`src/rtl/axi_mem_tester_if.sv`:
```
// AXI4-Lite bus bundle between the BIST master and the SDRAM controller slave port.
interface axi_mem_tester_if #(
  parameter int unsigned ADDR_W = 32
);
  logic [ADDR_W-1:0] awaddr;
  logic              awvalid;
  logic              awready;
  logic [31:0]       wdata;
  logic [3:0]        wstrb;
  logic              wvalid;
  logic              wready;
  logic [1:0]        bresp;
  logic              bvalid;
  logic              bready;
  logic [ADDR_W-1:0] araddr;
  logic              arvalid;
  logic              arready;
  logic [31:0]       rdata;
  logic [1:0]        rresp;
  logic              rvalid;
  logic              rready;

  modport master (
    output awaddr, awvalid, wdata, wstrb, wvalid, bready, araddr, arvalid, rready,
    input  awready, wready, bresp, bvalid, arready, rdata, rresp, rvalid
  );

  modport slave (
    input  awaddr, awvalid, wdata, wstrb, wvalid, bready, araddr, arvalid, rready,
    output awready, wready, bresp, bvalid, arready, rdata, rresp, rvalid
  );
endinterface

```
`src/rtl/axi_mem_tester.sv`:
```
// AXI4-Lite memory BIST master: writes a pattern over an address window, reads it
// back, and reports mismatches, error responses and stalled handshakes.
module axi_mem_tester #(
  parameter int unsigned        ADDR_W    = 32,
  parameter logic [ADDR_W-1:0]  BASE_ADDR = ADDR_W'(32'h0100_0000),
  parameter int unsigned        NUM_WORDS = 16,
  parameter int unsigned        STRIDE    = 4,
  parameter int unsigned        TIMEOUT   = 1023,
  parameter int unsigned        ERR_W     = 16
) (
  input  logic                 clk,
  input  logic                 rst,
  input  logic                 start_i,
  input  logic [1:0]           mode_i,
  axi_mem_tester_if.master     m_axi,
  output logic                 busy_o,
  output logic                 done_o,
  output logic                 pass_o,
  output logic                 timeout_o,
  output logic [ERR_W-1:0]     err_count_o,
  output logic [ADDR_W-1:0]    first_err_addr_o,
  output logic [31:0]          first_err_data_o
);
  typedef enum logic [2:0] {IDLE, WR_REQ, WR_RESP, RD_REQ, RD_DATA, DONE} state_t;

  localparam logic [31:0]       LFSR_SEED = 32'hACE1_ACE1;
  localparam logic [31:0]       LFSR_TAPS = 32'h8020_0003;
  localparam int                TMO_W     = (TIMEOUT < 1) ? 1 : $clog2(TIMEOUT + 1);
  localparam logic [TMO_W-1:0]  TMO_MAX   = TMO_W'(TIMEOUT);
  localparam logic [15:0]       LAST_IDX  = 16'(NUM_WORDS - 1);
  localparam logic [ADDR_W-1:0] STEP      = ADDR_W'(STRIDE);

  state_t            state_q, state_d;
  logic [15:0]       idx_q, idx_d;
  logic [ADDR_W-1:0] addr_q, addr_d;
  logic [31:0]       lfsr_q, lfsr_d;
  logic [1:0]        mode_q, mode_d;
  logic [TMO_W-1:0]  tmo_q, tmo_d;
  logic              awvalid_q, awvalid_d, wvalid_q, wvalid_d, bready_q, bready_d;
  logic              arvalid_q, arvalid_d, rready_q, rready_d;
  logic [31:0]       wdata_q, wdata_d;
  logic [3:0]        wstrb_q, wstrb_d;
  logic              busy_q, busy_d, done_q, done_d, pass_q, pass_d, timeout_q, timeout_d;
  logic [ERR_W-1:0]  err_q, err_d;
  logic [ADDR_W-1:0] fea_q, fea_d;
  logic [31:0]       fed_q, fed_d;

  logic              beat_err, stalled, finish;
  logic [31:0]       err_data, expected;

  function automatic logic [31:0] pattern(input logic [1:0] m, input logic [ADDR_W-1:0] a,
                                          input logic [31:0] l);
    logic [31:0] a32;
    a32 = 32'(a);
    case (m)
      2'd0:    return a32;
      2'd1:    return ~a32;
      2'd2:    return l;
      default: return 32'hFFFF_FFFF;
    endcase
  endfunction

  function automatic logic [31:0] lfsr_step(input logic [31:0] l);
    return {1'b0, l[31:1]} ^ (l[0] ? LFSR_TAPS : 32'h0);
  endfunction

  always_ff @(posedge clk or posedge rst) begin
    if (rst) begin
      state_q   <= IDLE;
      idx_q     <= '0;
      addr_q    <= '0;
      lfsr_q    <= '0;
      mode_q    <= '0;
      tmo_q     <= '0;
      awvalid_q <= 1'b0;
      wvalid_q  <= 1'b0;
      bready_q  <= 1'b0;
      arvalid_q <= 1'b0;
      rready_q  <= 1'b0;
      wdata_q   <= '0;
      wstrb_q   <= '0;
      busy_q    <= 1'b0;
      done_q    <= 1'b0;
      pass_q    <= 1'b0;
      timeout_q <= 1'b0;
      err_q     <= '0;
      fea_q     <= '0;
      fed_q     <= '0;
    end else begin
      state_q   <= state_d;
      idx_q     <= idx_d;
      addr_q    <= addr_d;
      lfsr_q    <= lfsr_d;
      mode_q    <= mode_d;
      tmo_q     <= tmo_d;
      awvalid_q <= awvalid_d;
      wvalid_q  <= wvalid_d;
      bready_q  <= bready_d;
      arvalid_q <= arvalid_d;
      rready_q  <= rready_d;
      wdata_q   <= wdata_d;
      wstrb_q   <= wstrb_d;
      busy_q    <= busy_d;
      done_q    <= done_d;
      pass_q    <= pass_d;
      timeout_q <= timeout_d;
      err_q     <= err_d;
      fea_q     <= fea_d;
      fed_q     <= fed_d;
    end
  end

  always_comb begin
    state_d   = state_q;
    idx_d     = idx_q;
    addr_d    = addr_q;
    lfsr_d    = lfsr_q;
    mode_d    = mode_q;
    tmo_d     = tmo_q;
    awvalid_d = awvalid_q;
    wvalid_d  = wvalid_q;
    bready_d  = bready_q;
    arvalid_d = arvalid_q;
    rready_d  = rready_q;
    wdata_d   = wdata_q;
    wstrb_d   = wstrb_q;
    busy_d    = busy_q;
    done_d    = done_q;
    pass_d    = pass_q;
    timeout_d = timeout_q;
    err_d     = err_q;
    fea_d     = fea_q;
    fed_d     = fed_q;
    beat_err  = 1'b0;
    stalled   = 1'b0;
    finish    = 1'b0;
    err_data  = wdata_q;
    expected  = pattern(mode_q, addr_q, lfsr_q);

    case (state_q)
      IDLE, DONE: begin
        if (start_i) begin
          state_d   = WR_REQ;
          mode_d    = mode_i;
          idx_d     = '0;
          addr_d    = BASE_ADDR;
          lfsr_d    = LFSR_SEED;
          wdata_d   = pattern(mode_i, BASE_ADDR, LFSR_SEED);
          wstrb_d   = 4'hF;
          awvalid_d = 1'b1;
          wvalid_d  = 1'b1;
          tmo_d     = '0;
          busy_d    = 1'b1;
          done_d    = 1'b0;
          pass_d    = 1'b0;
          timeout_d = 1'b0;
          err_d     = '0;
          fea_d     = '0;
          fed_d     = '0;
        end
      end
      WR_REQ: begin
        // Address and data channels complete independently of each other.
        if (awvalid_q && m_axi.awready) awvalid_d = 1'b0;
        if (wvalid_q && m_axi.wready)   wvalid_d  = 1'b0;
        if (!awvalid_d && !wvalid_d) begin
          state_d  = WR_RESP;
          bready_d = 1'b1;
          tmo_d    = '0;
        end else begin
          stalled = 1'b1;
        end
      end
      WR_RESP: begin
        if (m_axi.bvalid) begin
          bready_d = 1'b0;
          beat_err = (m_axi.bresp != 2'b00);
          tmo_d    = '0;
          if (idx_q == LAST_IDX) begin
            // Reseeding here makes the read phase regenerate the write sequence.
            state_d   = RD_REQ;
            idx_d     = '0;
            addr_d    = BASE_ADDR;
            lfsr_d    = LFSR_SEED;
            arvalid_d = 1'b1;
          end else begin
            state_d   = WR_REQ;
            idx_d     = idx_q + 16'd1;
            addr_d    = addr_q + STEP;
            lfsr_d    = lfsr_step(lfsr_q);
            wdata_d   = pattern(mode_q, addr_d, lfsr_d);
            awvalid_d = 1'b1;
            wvalid_d  = 1'b1;
          end
        end else begin
          stalled = 1'b1;
        end
      end
      RD_REQ: begin
        if (m_axi.arready) begin
          state_d   = RD_DATA;
          arvalid_d = 1'b0;
          rready_d  = 1'b1;
          tmo_d     = '0;
        end else begin
          stalled = 1'b1;
        end
      end
      RD_DATA: begin
        if (m_axi.rvalid) begin
          rready_d = 1'b0;
          beat_err = (m_axi.rdata != expected) || (m_axi.rresp != 2'b00);
          err_data = m_axi.rdata;
          if (idx_q == LAST_IDX) begin
            state_d = DONE;
            finish  = 1'b1;
            busy_d  = 1'b0;
            done_d  = 1'b1;
          end else begin
            state_d   = RD_REQ;
            idx_d     = idx_q + 16'd1;
            addr_d    = addr_q + STEP;
            lfsr_d    = lfsr_step(lfsr_q);
            arvalid_d = 1'b1;
            tmo_d     = '0;
          end
        end else begin
          stalled = 1'b1;
        end
      end
      default: state_d = IDLE;
    endcase

    if (stalled) begin
      if (tmo_q == TMO_MAX) begin
        state_d   = DONE;
        awvalid_d = 1'b0;
        wvalid_d  = 1'b0;
        bready_d  = 1'b0;
        arvalid_d = 1'b0;
        rready_d  = 1'b0;
        busy_d    = 1'b0;
        done_d    = 1'b1;
        pass_d    = 1'b0;
        timeout_d = 1'b1;
      end else begin
        tmo_d = tmo_q + 1'b1;
      end
    end

    if (beat_err) begin
      if (err_q != '1) err_d = err_q + 1'b1;
      if (err_q == '0) begin
        fea_d = addr_q;
        fed_d = err_data;
      end
    end

    if (finish) pass_d = (err_d == '0);
  end

  assign m_axi.awaddr  = addr_q;
  assign m_axi.awvalid = awvalid_q;
  assign m_axi.wdata   = wdata_q;
  assign m_axi.wstrb   = wstrb_q;
  assign m_axi.wvalid  = wvalid_q;
  assign m_axi.bready  = bready_q;
  assign m_axi.araddr  = addr_q;
  assign m_axi.arvalid = arvalid_q;
  assign m_axi.rready  = rready_q;

  assign busy_o           = busy_q;
  assign done_o           = done_q;
  assign pass_o           = pass_q;
  assign timeout_o        = timeout_q;
  assign err_count_o      = err_q;
  assign first_err_addr_o = fea_q;
  assign first_err_data_o = fed_q;
endmodule

```
`src/flat_wrapper.sv`:
```
// flat-port wrapper written by rule: the top's interface ports become plain ports
module axi_mem_tester_flat 
#(
  parameter int unsigned        ADDR_W    = 32,
  parameter logic [ADDR_W-1:0]  BASE_ADDR = ADDR_W'(32'h0100_0000),
  parameter int unsigned        NUM_WORDS = 16,
  parameter int unsigned        STRIDE    = 4,
  parameter int unsigned        TIMEOUT   = 1023,
  parameter int unsigned        ERR_W     = 16
)
  (clk, rst, start_i, mode_i, busy_o, done_o, pass_o, timeout_o, err_count_o, first_err_addr_o, first_err_data_o, m_axi_awaddr, m_axi_awvalid, m_axi_wdata, m_axi_wstrb, m_axi_wvalid, m_axi_bready, m_axi_araddr, m_axi_arvalid, m_axi_rready, m_axi_awready, m_axi_wready, m_axi_bresp, m_axi_bvalid, m_axi_arready, m_axi_rdata, m_axi_rresp, m_axi_rvalid);
  axi_mem_tester_if #(.ADDR_W(ADDR_W)) m_axi_i ();
  input  logic clk;
  input  logic rst;
  input  logic start_i;
  input  logic [1:0] mode_i;
  output logic busy_o;
  output logic done_o;
  output logic pass_o;
  output logic timeout_o;
  output logic [ERR_W-1:0] err_count_o;
  output logic [ADDR_W-1:0] first_err_addr_o;
  output logic [31:0] first_err_data_o;
  output wire logic [$bits(m_axi_i.awaddr)-1:0] m_axi_awaddr;
  output wire logic [$bits(m_axi_i.awvalid)-1:0] m_axi_awvalid;
  output wire logic [$bits(m_axi_i.wdata)-1:0] m_axi_wdata;
  output wire logic [$bits(m_axi_i.wstrb)-1:0] m_axi_wstrb;
  output wire logic [$bits(m_axi_i.wvalid)-1:0] m_axi_wvalid;
  output wire logic [$bits(m_axi_i.bready)-1:0] m_axi_bready;
  output wire logic [$bits(m_axi_i.araddr)-1:0] m_axi_araddr;
  output wire logic [$bits(m_axi_i.arvalid)-1:0] m_axi_arvalid;
  output wire logic [$bits(m_axi_i.rready)-1:0] m_axi_rready;
  input wire logic [$bits(m_axi_i.awready)-1:0] m_axi_awready;
  input wire logic [$bits(m_axi_i.wready)-1:0] m_axi_wready;
  input wire logic [$bits(m_axi_i.bresp)-1:0] m_axi_bresp;
  input wire logic [$bits(m_axi_i.bvalid)-1:0] m_axi_bvalid;
  input wire logic [$bits(m_axi_i.arready)-1:0] m_axi_arready;
  input wire logic [$bits(m_axi_i.rdata)-1:0] m_axi_rdata;
  input wire logic [$bits(m_axi_i.rresp)-1:0] m_axi_rresp;
  input wire logic [$bits(m_axi_i.rvalid)-1:0] m_axi_rvalid;
  assign m_axi_awaddr = m_axi_i.awaddr;
  assign m_axi_awvalid = m_axi_i.awvalid;
  assign m_axi_wdata = m_axi_i.wdata;
  assign m_axi_wstrb = m_axi_i.wstrb;
  assign m_axi_wvalid = m_axi_i.wvalid;
  assign m_axi_bready = m_axi_i.bready;
  assign m_axi_araddr = m_axi_i.araddr;
  assign m_axi_arvalid = m_axi_i.arvalid;
  assign m_axi_rready = m_axi_i.rready;
  assign m_axi_i.awready = m_axi_awready;
  assign m_axi_i.wready = m_axi_wready;
  assign m_axi_i.bresp = m_axi_bresp;
  assign m_axi_i.bvalid = m_axi_bvalid;
  assign m_axi_i.arready = m_axi_arready;
  assign m_axi_i.rdata = m_axi_rdata;
  assign m_axi_i.rresp = m_axi_rresp;
  assign m_axi_i.rvalid = m_axi_rvalid;
  axi_mem_tester #(.ADDR_W(ADDR_W), .BASE_ADDR(BASE_ADDR), .NUM_WORDS(NUM_WORDS), .STRIDE(STRIDE), .TIMEOUT(TIMEOUT), .ERR_W(ERR_W)) u_core (.clk(clk), .rst(rst), .start_i(start_i), .mode_i(mode_i), .m_axi(m_axi_i), .busy_o(busy_o), .done_o(done_o), .pass_o(pass_o), .timeout_o(timeout_o), .err_count_o(err_count_o), .first_err_addr_o(first_err_addr_o), .first_err_data_o(first_err_data_o));
endmodule
```
`config.mk`:
```
export PLATFORM = sky130hd
export DESIGN_NAME = axi_mem_tester_flat
export DESIGN_NICKNAME = d
export VERILOG_FILES = /design/src/rtl/axi_mem_tester_if.sv /design/src/rtl/axi_mem_tester.sv /design/src/flat_wrapper.sv
export SDC_FILE = /design/constraint.sdc
export NUM_CORES = 1
export LEC_CHECK = 0
export BUFFER_PORTS_ARGS = -buffer_cell sky130_fd_sc_hd__buf_2
export CORE_UTILIZATION = 50
export DETAILED_ROUTE_END_ITERATION = 12
export HOLD_SLACK_MARGIN = 0.1
export PLACE_DENSITY_LB_ADDON = 0.2
export REMOVE_ABC_BUFFERS = 1
export SKIP_LAST_GASP = 1
export SLEW_MARGIN = 20
export SYNTH_ARGS = -nofsm -noshare
export SYNTH_HDL_FRONTEND = slang
export SYNTH_SLANG_ARGS = --single-unit
```
`constraint.sdc`:
```
create_clock -name clk -period 13.7 [get_ports clk]
set_clock_uncertainty 0.2 [all_clocks]
set_input_delay 1.37 -clock clk [delete_from_list [all_inputs] [get_ports clk]]
set_output_delay 1.37 -clock clk [all_outputs]
set_load 0.005 [all_outputs]
```
==> flow_summary.ini <==
[outcome]
status = completed

[floorplanning]
die_y_microns = 159
io_pins = 235
start_util = 0.509
coreArea_sq_um = 24300
rows = 57
dieArea_sq_um = 25400
die_x_microns = 159

[power]
pwr_density_cell_nw_per_um2 = 194
power_leakage_nw = 6.90
seqPwrFrac = 0.345
combPwrFrac = 0.419
ir_drop_mv = 0.109
swShare = 0.419
total_power_mw = 2.75
p_int_mw = 1.60
power_switching_mw = 1.15
clockPowerShare = 0.236

[yosys]
synth_edf_count = 0
yosysWarnings = 0
synth.distinct_cells = 67
synth_area_sq_um = 12400
synth_top_area_cell = dfrtp_1
synth.yosys.seq_area_share = 0.434
async_reset_ff_frac = 1.00
synth_area_leaders = dfrtp_1 43%, mux2i_1 6.5%, nand2_1 4.6%
syn_avg_cell_area_sq_um = 8.86
synthCells = 1398
yosysTopAreaCellShare = 0.434
synthMostInstantiatedCell = dfrtp_1
ys_ff_latch = 215
synthTopCellsByCount = 215 x dfrtp_1, 151 x nand2_1, 107 x o21ai_0, 97 x nand3_1, 91 x nor2_1
synthFlopType = dfrtp_1

[timing]
relSlewSlack = 0.339
rsz0062_at_grt = no
tightestPinTransition_ns = 0.992
period_minus_slack_ns = 5.13
hold_viol = 0
finalSetupTns_ns = 0
setup_violations = 0
drv_slew = 0
finalCritPeriodShare = 0.374
fmax_mhz = 195
layout_setup_ws_ns = 8.57

[layout]
ff_latch_area_sq_um = 5380
multi_input_area_sq_um = 6130
nNetsFinal = 1581
layout-drive-gt1-share = 0.200
fillers = 2202
fin_util = 0.583
area.growth.synth_to_final_pct = 14.6

[drt]
vias = 11300
first_iter_violations = 966
vias_per_cell = 6.05
antenna_left = 0
dr.pass1.iters = 8
drt_wl_total_microns = 37100
post_drt_wl_per_cell_microns = 19.8
drc = 0

[grt]
grt_pass1_vias = 10400
grt_pass1_wl_microns = 58600
track_usage = 0.288
grt.overflow.total = 0
antenna_found_initial = 2
grt_max_degree = 99

[place]
place.gp.congestion = 0.885
place.detailed.hpwl_microns = 24500
dp_slack_ns = 8.58
port_buffers = 230

[worst_setup_path]
crit_type = reg2reg
start_kind = flip-flop
cp-end-kind = flip-flop
cp_max_fo = 98
cp.arrival_ns = 5.29
worstPathRequired_ns = 13.86

[clock_tree]
clk_pin_slew_ns = 0.06
cts_setup_buffers = 0
cts_made_buffers = 24
clock-sinks = 215
cts_resized = 0
clk_path_buf_depth = 3
insertion_delay_ns = 0.53
ctsRootBufferMaster = clkbuf_16
cts_max_level = 1
tritoncts = built
cts_hold_buf = 0

[hold_path]
hp-class = reg2reg

[flow_run]
cap_violations = 0
kinds of logic (layout without fill, tap and decap cells):
family,count (synthesis),count (layout),synth area share
buf+inv,197,339,0.0750
mux,83,83,0.0674
compound gates,367,367,0.194
fa+ha+maj,8,8,0.00808
other cells,1,6,0.000303
xor+xnor,58,58,0.0410
flops,215,215,0.434
simple gates,469,469,0.180
registers in the layout, summed over array words and instances, names as in the netlist:
name and flops:
u_core.busy_o 1, u_core.done_o 1, u_core.err_count_o 16, u_core.first_err_addr_o 32, u_core.first_err_data_o 32, u_core.idx_q 16
u_core.lfsr_q 32, u_core.m_axi.araddr 30, u_core.m_axi.arvalid 1, u_core.m_axi.awvalid 1, u_core.m_axi.bready 1, u_core.m_axi.rready 1
u_core.m_axi.wdata 32, u_core.m_axi.wstrb 1, u_core.m_axi.wvalid 1, u_core.mode_q 2, u_core.pass_o 1, u_core.state_q 3
u_core.timeout_o 1, u_core.tmo_q 10
final cells by class:
class	instances	share of cell area
Inverter	49	0.0135
Tap cell	324	0.0286
Sequential cell	215	0.379
Timing Repair Buffer	248	0.0907
Clock buffer	36	0.0519
Clock inverter	6	0.00388
Multi-Input combinational cell	989	0.432
Antenna cell	2	0.000353
worst max-delay path: stages (launching register included):
cell and delay (ns):
dfrtp_2 0.34, buf_4 0.66, inv_1 0.65, a22oi_1 0.40
xnor2_1 0.17, nand3_1 0.13, or4b_1 0.66, o31ai_4 0.37
nand2_2 0.22, nand4_1 0.15, buf_4 0.72, o21ai_0 0.21
stage by stage:
| stage | area (sq um) | std cells | hold slack, ns |
|---|---|---|---|
| finish | 14200 | 1869 | 0.278 |
| global placement | 13400 | 1825 | 0.264 |
| global route | 14200 | 1867 | 0.297 |
| floorplan | 11600 | 1253 | 0.245 |
| CTS | 14200 | 1867 | 0.280 |
| detailed placement | 13400 | 1825 | 0.266 |
layer usage:
| metal | part of all wire | track usage | up-vias |
|---|---|---|---|
| met5 | 0 | 0 | - |
| met4 | 0.027 | 0.0892 | 0 |
| met3 | 0.082 | 0.0435 | 74 |
| met2 | 0.45 | 0.440 | 542 |
| met1 | 0.45 | 0.421 | 5463 |
| li1 | - | - | 5237 |
power by group through the flow:
stage | Clock [mW] | Combinational [mW] | Sequential, mW
final | 0.648 | 1.15 | 0.949
after global routing | 0.682 | 1.26 | 0.967
after CTS | 0.658 | 1.14 | 0.945
after detailed placement | 0 | 1.14 | 0.955
after global placement | 0 | 1.12 | 0.951
after floorplan | 0 | 0.676 | 0.963
final timing paths:
path	start	end	slack (ns)	cells after the start
setup / recovery	u_core.mode_q[0]	u_core.first_err_data_o[28]	8.57	11
hold / removal	u_core.timeout_o	u_core.timeout_o	0.28	1
setup reg to reg	u_core.mode_q[0]	u_core.first_err_data_o[28]	8.57	11
hold reg to reg	u_core.timeout_o	u_core.timeout_o	0.28	1
max in group asynchronous	rst	u_core.lfsr_q[15]	10.46	4
min in group asynchronous	rst	u_core.first_err_data_o[4]	0.77	2
cells in the final DEF, fill, tap and decap left out, types with 25 or more instances in the layout:
cell type	count
buf_2	230
dfrtp_1	214
nand2_1	150
o21ai_0	107
nand3_1	96
nor2_1	91
a21oi_1	80
mux2i_1	80
inv_1	48
xor2_1	34
a22oi_1	27
o221ai_1	27
a221oi_1	25
clkbuf_16	25
Power figures use the tool's default switching activity.
